**src/rtl/apb_pkg.sv**
```systemverilog
// Shared types and constants for the APB register responder.
package apb_pkg;

    localparam int APB_AW = 32;
    localparam int APB_DW = 32;

    typedef enum logic [1:0] {
        ST_IDLE   = 2'd0,
        ST_SETUP  = 2'd1,
        ST_ACCESS = 2'd2
    } apb_state_e;

    // Register index width; never below one bit so NUM_REGS=2 still has a port.
    function automatic int idx_width(input int num_regs);
        return (num_regs <= 2) ? 1 : $clog2(num_regs);
    endfunction

endpackage

```
**src/rtl/apb_if.sv**
```systemverilog
// APB bus bundle between the bridge (master) and a register responder (slave).
interface apb_if;

    logic                        Pselx;
    logic                        Penable;
    logic                        Pwrite;
    logic [apb_pkg::APB_AW-1:0]  Paddr;
    logic [apb_pkg::APB_DW-1:0]  Pwdata;
    logic [apb_pkg::APB_DW-1:0]  Prdata;
    logic                        Pready;
    logic                        Pslverr;

    modport master (
        output Pselx, Penable, Pwrite, Paddr, Pwdata,
        input  Prdata, Pready, Pslverr
    );

    modport slave (
        input  Pselx, Penable, Pwrite, Paddr, Pwdata,
        output Prdata, Pready, Pslverr
    );

endinterface

```
**src/rtl/apb_regfile.sv**
```systemverilog
// NUM_REGS-1 read/write registers plus a read-only transfer counter in the top slot.
module apb_regfile
    import apb_pkg::*;
#(
    parameter  int NUM_REGS = 8,
    localparam int IW       = idx_width(NUM_REGS)
) (
    input  logic              Hclk,
    input  logic              Hrstn,
    input  logic              we_i,
    input  logic [IW-1:0]     widx_i,
    input  logic [APB_DW-1:0] wdata_i,
    input  logic              inc_i,
    input  logic [IW-1:0]     ridx_i,
    output logic [APB_DW-1:0] rdata_o
);

    localparam logic [IW-1:0] CNT_IDX = IW'(NUM_REGS - 1);

    logic [APB_DW-1:0] regs_q [0:NUM_REGS-2];
    logic [APB_DW-1:0] cnt_q;

    always_ff @(posedge Hclk or negedge Hrstn) begin
        if (!Hrstn) begin
            for (int i = 0; i < NUM_REGS - 1; i++) begin
                regs_q[i] <= '0;
            end
            cnt_q <= '0;
        end else begin
            if (we_i && (widx_i != CNT_IDX)) begin
                regs_q[widx_i] <= wdata_i;
            end
            if (inc_i) begin
                cnt_q <= cnt_q + 32'd1;
            end
        end
    end

    always_comb begin
        rdata_o = '0;
        if (ridx_i == CNT_IDX) begin
            rdata_o = cnt_q;
        end else begin
            rdata_o = regs_q[ridx_i];
        end
    end

endmodule

```
**src/rtl/apb_reg_slave.sv**
```systemverilog
// APB responder: decodes the bus, inserts programmable wait states and serves apb_regfile.
//
// state  | meaning
// IDLE   | no transfer; waiting for Pselx & ~Penable
// SETUP  | decoded cycle (IDLE with Pselx & ~Penable): latch address/control/data, capture read data
// ACCESS | wait counter running; Pready once it reaches terminal count
module apb_reg_slave
    import apb_pkg::*;
#(
    parameter logic [APB_AW-1:0] BASE_ADDR   = 32'h0000_0000,
    parameter int                NUM_REGS    = 8,
    parameter int                WAIT_STATES = 0
) (
    input  logic Hclk,
    input  logic Hrstn,
    apb_if.slave apb
);

    localparam int                IW        = idx_width(NUM_REGS);
    localparam int                WW        = (WAIT_STATES < 1) ? 1 : $clog2(WAIT_STATES + 1);
    localparam logic [WW-1:0]     WAIT_LOAD = WW'(WAIT_STATES);
    localparam logic [IW-1:0]     CNT_IDX   = IW'(NUM_REGS - 1);
    localparam logic [APB_AW-1:0] WIN_BYTES = APB_AW'(NUM_REGS * 4);

    apb_state_e        state_q, state_d, state_cur;
    logic [WW-1:0]     wait_q, wait_d;
    logic [IW-1:0]     idx_q, idx_d;
    logic              write_q, write_d;
    logic              err_q, err_d;
    logic [APB_DW-1:0] wdata_q, wdata_d;
    logic [APB_DW-1:0] rdata_q, rdata_d;

    logic [APB_AW-1:0] offset;
    logic [IW-1:0]     dec_idx;
    logic              dec_err;
    logic              ready;
    logic              complete;
    logic              rf_we;
    logic              rf_inc;
    logic [APB_DW-1:0] rf_rdata;

    // Unsigned subtraction makes addresses below BASE_ADDR wrap high and fall out of range.
    assign offset  = apb.Paddr - BASE_ADDR;
    assign dec_idx = offset[IW+1:2];
    assign dec_err = (offset >= WIN_BYTES) || (apb.Pwrite && (dec_idx == CNT_IDX));

    always_ff @(posedge Hclk or negedge Hrstn) begin
        if (!Hrstn) begin
            state_q <= ST_IDLE;
            wait_q  <= '0;
            idx_q   <= '0;
            write_q <= 1'b0;
            err_q   <= 1'b0;
            wdata_q <= '0;
            rdata_q <= '0;
        end else begin
            state_q <= state_d;
            wait_q  <= wait_d;
            idx_q   <= idx_d;
            write_q <= write_d;
            err_q   <= err_d;
            wdata_q <= wdata_d;
            rdata_q <= rdata_d;
        end
    end

    // SETUP is never held in the state flop: it is the IDLE cycle that sees the setup phase,
    // which keeps a zero-wait transfer at two bus cycles.
    always_comb begin
        state_cur = state_q;
        if ((state_q == ST_IDLE) && apb.Pselx && !apb.Penable) begin
            state_cur = ST_SETUP;
        end

        state_d  = state_q;
        wait_d   = wait_q;
        idx_d    = idx_q;
        write_d  = write_q;
        err_d    = err_q;
        wdata_d  = wdata_q;
        rdata_d  = rdata_q;
        ready    = 1'b0;
        complete = 1'b0;
        rf_we    = 1'b0;
        rf_inc   = 1'b0;

        case (state_cur)
            ST_SETUP: begin
                state_d = ST_ACCESS;
                wait_d  = WAIT_LOAD;
                idx_d   = dec_idx;
                write_d = apb.Pwrite;
                wdata_d = apb.Pwdata;
                err_d   = dec_err;
                rdata_d = (!apb.Pwrite && !dec_err) ? rf_rdata : '0;
            end
            ST_ACCESS: begin
                ready = (wait_q == '0);
                if (!apb.Pselx) begin
                    state_d = ST_IDLE;
                end else if (ready && apb.Penable) begin
                    complete = 1'b1;
                    rf_we    = write_q && !err_q;
                    rf_inc   = 1'b1;
                    state_d  = ST_IDLE;
                end else if (!ready) begin
                    wait_d = wait_q - WW'(1);
                end
            end
            default: ;
        endcase
    end

    assign apb.Pready  = ready;
    assign apb.Pslverr = complete && err_q;
    assign apb.Prdata  = (complete && !err_q) ? rdata_q : '0;

    apb_regfile #(
        .NUM_REGS (NUM_REGS)
    ) u_regfile (
        .Hclk    (Hclk),
        .Hrstn   (Hrstn),
        .we_i    (rf_we),
        .widx_i  (idx_q),
        .wdata_i (wdata_q),
        .inc_i   (rf_inc),
        .ridx_i  (dec_idx),
        .rdata_o (rf_rdata)
    );

endmodule

```
**src/flat_wrapper.sv**
```systemverilog
// flat-port wrapper written by rule: the top's interface ports become plain ports
module apb_reg_slave_flat import apb_pkg::*;
#(
    parameter logic [APB_AW-1:0] BASE_ADDR   = 32'h0000_0000,
    parameter int                NUM_REGS    = 8,
    parameter int                WAIT_STATES = 0
)
  (Hclk, Hrstn, apb_Pselx, apb_Penable, apb_Pwrite, apb_Paddr, apb_Pwdata, apb_Prdata, apb_Pready, apb_Pslverr);
  apb_if apb_i ();
  input  logic Hclk;
  input  logic Hrstn;
  input wire logic [$bits(apb_i.Pselx)-1:0] apb_Pselx;
  input wire logic [$bits(apb_i.Penable)-1:0] apb_Penable;
  input wire logic [$bits(apb_i.Pwrite)-1:0] apb_Pwrite;
  input wire logic [$bits(apb_i.Paddr)-1:0] apb_Paddr;
  input wire logic [$bits(apb_i.Pwdata)-1:0] apb_Pwdata;
  output wire logic [$bits(apb_i.Prdata)-1:0] apb_Prdata;
  output wire logic [$bits(apb_i.Pready)-1:0] apb_Pready;
  output wire logic [$bits(apb_i.Pslverr)-1:0] apb_Pslverr;
  assign apb_i.Pselx = apb_Pselx;
  assign apb_i.Penable = apb_Penable;
  assign apb_i.Pwrite = apb_Pwrite;
  assign apb_i.Paddr = apb_Paddr;
  assign apb_i.Pwdata = apb_Pwdata;
  assign apb_Prdata = apb_i.Prdata;
  assign apb_Pready = apb_i.Pready;
  assign apb_Pslverr = apb_i.Pslverr;
  apb_reg_slave #(.BASE_ADDR(BASE_ADDR), .NUM_REGS(NUM_REGS), .WAIT_STATES(WAIT_STATES)) u_core (.Hclk(Hclk), .Hrstn(Hrstn), .apb(apb_i));
endmodule
```
**config.mk**
```make
export PLATFORM = sky130hd
export DESIGN_NAME = apb_reg_slave_flat
export DESIGN_NICKNAME = d
export VERILOG_FILES = /design/src/rtl/apb_pkg.sv /design/src/rtl/apb_if.sv /design/src/rtl/apb_regfile.sv /design/src/rtl/apb_reg_slave.sv /design/src/flat_wrapper.sv
export SDC_FILE = /design/constraint.sdc
export NUM_CORES = 1
export LEC_CHECK = 0
export CAP_MARGIN = 30
export CORE_UTILIZATION = 53
export DETAILED_ROUTE_END_ITERATION = 16
export PLACE_DENSITY = 0.73
export SYNTH_ARGS = -nofsm -noshare
export SYNTH_HDL_FRONTEND = slang
export SYNTH_SLANG_ARGS = --single-unit
export TNS_END_PERCENT = 100
```
**constraint.sdc**
```tcl
create_clock -name Hclk -period 1.8 [get_ports Hclk]
set_input_delay 0.36 -clock Hclk [delete_from_list [all_inputs] [get_ports Hclk]]
set_output_delay 0.36 -clock Hclk [all_outputs]
set_load 0.05 [all_outputs]
```
==> results.md, run 1 <==
- Status: finished, violations left
- Failing checks: negative setup slack
- Post-route DRC: 0
- VDD IR max: just over 0.6 mV
- Routed WL: 37.5 mm
- Clock H-tree levels: 2
- Mean Syn Cell Area: ~14 um^2
- CP delay by family, top: simple AND/OR/NAND/NOR gates
- DR iter-0 viols: 714
- Placement Rows: 60
- Cell count of the worst reg-to-reg path: 8
- Slew margin rel.: 67.0%
- First-pass GRT wire length: approximately 56 mm
- Number of synthesized flops with an enable pin: 0
- Die ar.: about 28000 um^2
- Yosys warns: 0
- Sequential share of the synthesized area: 56.0%
- Clk sinks: 326
- Register area: just over 8000 um^2
- Worst-Skew Late Latency: 0.52 ns
- Die span in x: 168 um
- Synthesized Nets: about 1100
- Power per Cell Area: approximately 830 nW/um^2
- Area share of the largest cell type after synthesis: 56.0%
- Crit path DAT: 1.85 ns
- Initial antenna violation count: 0
- Layout cells sized above 1: 43.0%
- Critical path class: reg -> out
- Worst path max stage delay: 0.39 ns
- Total grt overflow: 0
- N_diodes: 0
- Tot GR Track Use: ~26%
- Vias in the first global route: 9671
- Max-cap violations: 0
- Detailed placement HPWL: 20.1 mm
- Unique masters post-synth: 44
- Layout area overhead: 32.1%
- Crit-path max FO: 8
- Final Cycle Share: 123%
- Fin worst setup slack: -0.411 ns
- Nets: 1307
- Routed vias: 9383
- I/O pin count: 103
- Hold Crit Class: in -> async
- Crit path buf inv count: 3
- Syn Inst Count: about 1100
- Clock slew at reported path FFs: 0.06 ns
- CTS root buffer: clkbuf_16
- Final ANT Viol Nets: 0
- Minimum clock period after layout: 2.21 ns
- Cell count after placement: 1503
- Synth top cells by count: dfrtp_1, mux2_2, nand2_1
- Fmax: roughly 450 MHz
- IO buf count: 100
- Reg2Reg Setup Slack: -0.38 ns
- Critical path's slowest cell: dfrtp_1
- Synth Register Bits: 326
- Via density per instance: 5.85
- Synth Cell Area: 14600 um^2
- Most used DFF post-synth: dfrtp_1
- Slew @ Worst Pin: 0.490 ns
- WL/cell: 23.4 um
- RSZ-0062 raised after global routing: true
- Cell taking the most area after synthesis: dfrtp_1
- Layout fillers: about 1700
- 1st-pass router iterations: 4
- Initial core utilization: between 50% and 60%
- Placer Congestion: 0.761
- Non-filler cells, final: 1604
- Total core area: between 20000 and 30000 um^2
- Startpoint of the worst register-to-register path: u_core.err_q$_DFFE_PN0N_
- Post-Layout Inst Area: 19300 um^2
- CP Launch Type: register
- CTS max path bufs: 3
- Die Ht: 168 um
- Most frequent cell after synthesis: dfrtp_1
- Placed Instance Area: 16900 um^2
- Lkg Pwr: approximately 0.0092 uW
- Crit path cell chain: and4b_4 -> buf_4 -> buf_16 -> and2_4 -> buf_12
- Async set or reset register ratio after synthesis: between 90% and 100%
- Final hold violation count: 0
- CTS tree: built
- Worst path required time: 1.44 ns
- Final Max Slew Viols: 0
- Multi-input logic area: around 6600 um^2
- Reg2Reg Capture Point: u_core.u_regfile.regs_q[40]$_DFFE_PN0P_
- Final setup vio count: 294
- Largest net degree at the start of global routing: 76
- Skew final: 0.0114 ns
- Crit. End Element: primary output
- Total CTS buffers: 35
- Ranking of synthesized cells by area: dfrtp_1, mux2_2, mux4_2, nand2_1, mux2i_1
-- registers in the layout (all words and copies together) (netlist names) --
signal / flops
u_core.u_regfile.regs_q: 224
u_core.rdata_q: 32
u_core.state_q: 1
u_core.u_regfile.cnt_q: 32
u_core.idx_q: 3
u_core.wdata_q: 32
u_core.write_q: 1
u_core.err_q: 1
-- placed cells by master (no fill, tap or decap), drive strengths merged, types with 2 or more instances in the layout --
cell type and count:
mux2 224, nor3 11, and3 2, buf 143, inv 6, nor2 10, dfrtp 326, clkbuf 67
nor3b 3, nand3 10, clkinvlp 2, nor4 16, xor2 22, or2 2, clkdlybuf4s50 62, clkinv 3
mux2i 32, nand2 156, and4 3, mux4 64, o21ai 32, or4 2, nand3b 2, nand4 10
and2 34, xnor2 9
-- cell type report --
| class | instances | share of cell area, % |
|---|---|---|
| multi-input cells | 651 | 34.1 |
| inverters | 6 | 0.117 |
| clock inverters | 6 | 0.312 |
| repair buffers | 217 | 15.4 |
| flip-flops and latches | 326 | 42.4 |
| well taps | 341 | 2.22 |
| clock buffers | 57 | 5.51 |
-- power by group --
group / leakage [uW] / internal [uW] / switching (uW)
combinational: 0.00419 / 489 / 510
sequential: 0.00447 / 7510 / 358
clock: 0.000542 / 4180 / 2850
total: 0.00920 / 12200 / 3710
-- routing by layer --
layer / global-route usage, % / vias up / share of wire, %
met3: 3.36 / 67 / 4.8
met1: 36.4 / 4915 / 43
met4: 6.90 / 0 / 2.7
met2: 43.0 / 270 / 50
li1: - / 4131 / -
met5: 0 / - / 0
-- worst max-delay path by stage --
stage | startpoint | to | cells past startpoint
after CTS | u_core.err_q$_DFFE_PN0N_ | apb_Prdata[0] | 5
final | u_core.err_q$_DFFE_PN0N_ | apb_Prdata[13] | 5
after floorplan | u_core.err_q$_DFFE_PN0N_ | u_core.u_regfile.regs_q[100]$_DFFE_PN0P_ | 5
after global placement | apb_Penable | u_core.u_regfile.regs_q[150]$_DFFE_PN0P_ | 7
after detailed placement | apb_Penable | u_core.u_regfile.regs_q[100]$_DFFE_PN0P_ | 6
after global routing | u_core.err_q$_DFFE_PN0N_ | apb_Prdata[5] | 5
-- what timing repair did --
item	CTS	global route
setup endpoints to repair	175	299
hold buffers	1	0
endpoints found under the hold margin	20	0
buffers inserted	15	4
pin swaps	11	18
gates resized for setup	157	40
cloned	8	13
-- per-stage QoR --
step	hold slack, ns	TNS, ns	setup slack [ns]	power [uW]	utilization (%)
4_1_cts	0.292	-47.20	-0.394	16000	69.8
2_1_floorplan	0.0644	-0.981	-0.0268	8270	-
3_5_place_dp	0.240	-154.44	-0.594	8940	62.6
6_report	0.292	-61.65	-0.411	15900	71.4
3_3_place_gp	0.238	-145.01	-0.600	8900	62.6
5_1_grt	0.303	-84.02	-0.442	16400	71.4
-- cell families after synthesis --
family | synth area share (%)
DFF | 56.0
and+or+nand+nor | 9.02
xor gates and xnor gates | 1.86
muxes | 29.4
AOI/OAI and AO/OA | 1.13
adders and majority gates | 0.0858
buffers and inverters | 2.49
-- worst register-to-register path: stages (launching register included) --
cell,delay (ns)
dfrtp_1,0.39
and4b_4,0.36
buf_12,0.14
buf_6,0.10
nand3_4,0.11
nor3b_4,0.27
buf_6,0.20
clkbuf_16,0.19
mux2_4,0.31
Power figures use the tool's default switching activity.
==> inputs of run 2 (changes only) <==
Settings changed: PLACE_DENSITY 0.73 to 0.76.
==> run 2 against run 1 <==
- the run still ends with negative setup slack left
- hold slack gained 0.039 ns
- clock power grew 6.3%
- largest cell class unchanged
- non-clock buffer count shrank 2
==> results.md, run 2 (same netlist as run 1, synthesis figures left out) <==
- Status: finished, violations left
- Failing checks: negative setup slack
- Clk sinks: 326 (unchanged)
- Final hold violation count: 0 (unchanged)
- Die span in x: 168 um (unchanged)
- CP Launch Type: register
- Routed vias: 9662 (+3.0%)
- Most common cell after layout, fill and taps aside: dfrtp_1
- Hold Crit Class: in -> async
- Final ANT Viol Nets: 0 (unchanged)
- N_diodes: 0 (unchanged)
- Worst-Skew Late Latency: 0.52 ns (about the same)
- Clock slew at reported path FFs: 0.07 ns (about the same)
- Nets: 1305 (-0.15%)
- First-pass GRT wire length: 57.0 mm (+2.1%)
- Max reg flops: 224 (unchanged)
- Final setup vio count: 298 (+1.4%)
- Met2 wire length: 19.2 mm (+2.8%)
- CTS max path bufs: 3 (unchanged)
- Min Hold Slack: 0.331 ns (+0.0389 ns)
- Worst Setup EP: u_core.u_regfile.regs_q[166]$_DFFE_PN0P_
- Power per Cell Area: 855 nW/um^2 (+3.5%)
- Via density per instance: 6.03 (+3.2%)
- Lkg Pwr: 0.00920 uW (about the same)
- DR iter-0 viols: 842 (+18%)
- Largest net degree at the start of global routing: 73 (-3.9%)
- Fmax: 449 MHz (-0.82%)
- Crit path DAT: 2.62 ns (+0.77 ns)
- Minimum clock period after layout: 2.23 ns (+0.0182 ns)
- Slew @ Worst Pin: 0.554 ns (+0.0644 ns)
- Vias in the first global route: 10000 (+3.7%)
- Biggest register: u_core.u_regfile.regs_q
- Total core area: 27000 um^2 (unchanged)
- Final Cycle Share: 124% (+1.0 points)
- I/O pin count: 103 (unchanged)
- Clock H-tree levels: 2 (unchanged)
- IO buf count: 100 (unchanged)
- Post-route DRC: 0 (unchanged)
- VDD IR max: 0.527 mV (-13%)
- Die ar.: 28200 um^2 (unchanged)
- 1st-pass router iterations: 5 (+1)
- WL met3: 2.56 mm (+42%)
- Aggregate negative setup slack: -70.20 ns (-8.55 ns)
- Most frequent cells in the layout: dfrtp_1, nand2_1, mux2_2
- Critical path class: reg -> reg
- Crit-path max FO: 7 (-1)
- Reg2Reg Setup Slack: -0.43 ns (-0.05 ns)
- Layout area overhead: 31.3%
- Crit. End Element: register
- Highest Signal Layer: met4
- WL/cell: 24.6 um (+5.3%)
- Initial antenna violation count: 0 (unchanged)
- Fin worst setup slack: -0.429 ns (-0.0182 ns)
- Total CTS buffers: 35 (unchanged)
- CTS tree: built
- RSZ-0062 raised after global routing: true
- Skew final: 0.0234 ns (+0.0120 ns)
- Die Ht: 168 um (unchanged)
- Max-cap violations: 0 (unchanged)
- Tot GR Track Use: 26.5% (+0.59 points)
- Cell count of the worst reg-to-reg path: 9 (+1)
- Final Max Slew Viols: 0 (unchanged)
- Layout fillers: 1642 (-3.4%)
- Detailed placement HPWL: 21.1 mm (+5.0%)
- Routed WL: 39.4 mm (+5.2%)
- Worst setup startpoint: u_core.err_q$_DFFE_PN0N_
- Initial core utilization: 54.1% (unchanged)
- Layout cells sized above 1: 41.7% (-1.2 points)
- Startpoint of the worst register-to-register path: u_core.err_q$_DFFE_PN0N_
- Reg2Reg Capture Point: u_core.u_regfile.regs_q[166]$_DFFE_PN0P_
- Total grt overflow: 0 (unchanged)
- Worst path required time: 2.19 ns (+0.75 ns)
- Slew margin rel.: 63.0% (-4.0 points)
- Placer Congestion: 0.784 (+2.9%)
- CTS root buffer: clkbuf_16
- Placement Rows: 60 (unchanged)
- M1 WL: 16.1 mm (+0.84%)
-- run 2: repair_timing --
action | in CTS | in global routing
gates cloned | 8 | 9
setup endpoints to repair | 294 | 301
hold buffers | 1 | 0
pin swaps | 3 | 4
setup buffers | 16 | 9
endpoints found under the hold margin | 32 | 0
resized for setup | 48 | 111
-- run 2: routing by layer --
layer / global-route usage [%] / up-vias
met5: 0 / -
met4: 9.49 / 0
met3: 4.70 / 112
met2: 43.3 / 394
met1: 35.9 / 5043
li1: - / 4113
-- run 2: report_power, final --
part	internal [uW]	total, uW	switching, uW	leakage [uW]
sequential	7510	7870	361	0.00447
combinational	485	1010	530	0.00414
clock	4540	7460	2920	0.000591
-- run 2: worst min-delay path by stage --
| stage | depth (start not counted) | endpoint | from | slack [ns] |
|---|---|---|---|---|
| floorplan | 0 | u_core.err_q$_DFFE_PN0N_ | Hrstn | 0.06 |
| global placement | 1 | u_core.wdata_q[8]$_DFFE_PN0N_ | Hrstn | 0.28 |
| detailed placement | 1 | u_core.wdata_q[8]$_DFFE_PN0N_ | Hrstn | 0.28 |
| CTS | 4 | u_core.idx_q[2]$_DFFE_PN0N_ | apb_Paddr[4] | 0.30 |
| global route | 2 | u_core.state_q[1]$_DFFE_PN0P_ | apb_Penable | 0.34 |
| finish | 2 | u_core.wdata_q[8]$_DFFE_PN0N_ | Hrstn | 0.33 |
-- run 2: through the flow --
step           utilization, %  setup slack [ns]  instance area (um^2)  total power [uW]  cells
3_5_place_dp             62.7            -0.678                 16900              8940   1505
2_1_floorplan               -           -0.0268                 14600              8270   1051
6_report                 71.0            -0.429                 19100             16400   1601
4_1_cts                  69.1            -0.355                 18600             16300   1592
3_3_place_gp             62.7            -0.656                 16900              8900   1505
5_1_grt                  71.0            -0.461                 19100             16900   1601
-- run 2: critical path, cell delays in order, from the launching register on --
cell	delay (ns)
dfrtp_1	0.41
and4b_2	0.35
buf_4	0.13
buf_6	0.09
nand3_4	0.10
buf_6	0.15
nor3_4	0.15
buf_6	0.20
clkbuf_16	0.18
mux2_1	0.33
-- run 2: cell type report --
class                      instances  area (um^2)  area share [%]
timing repair buffer             215         2850            14.9
clock inverter                     6         86.3           0.451
multi-input combinational        651         6470            33.8
clock buffer                      56         1120            5.84
inverter                           6         22.5           0.118
tap                              341          427            2.23
sequential                       326         8160            42.6
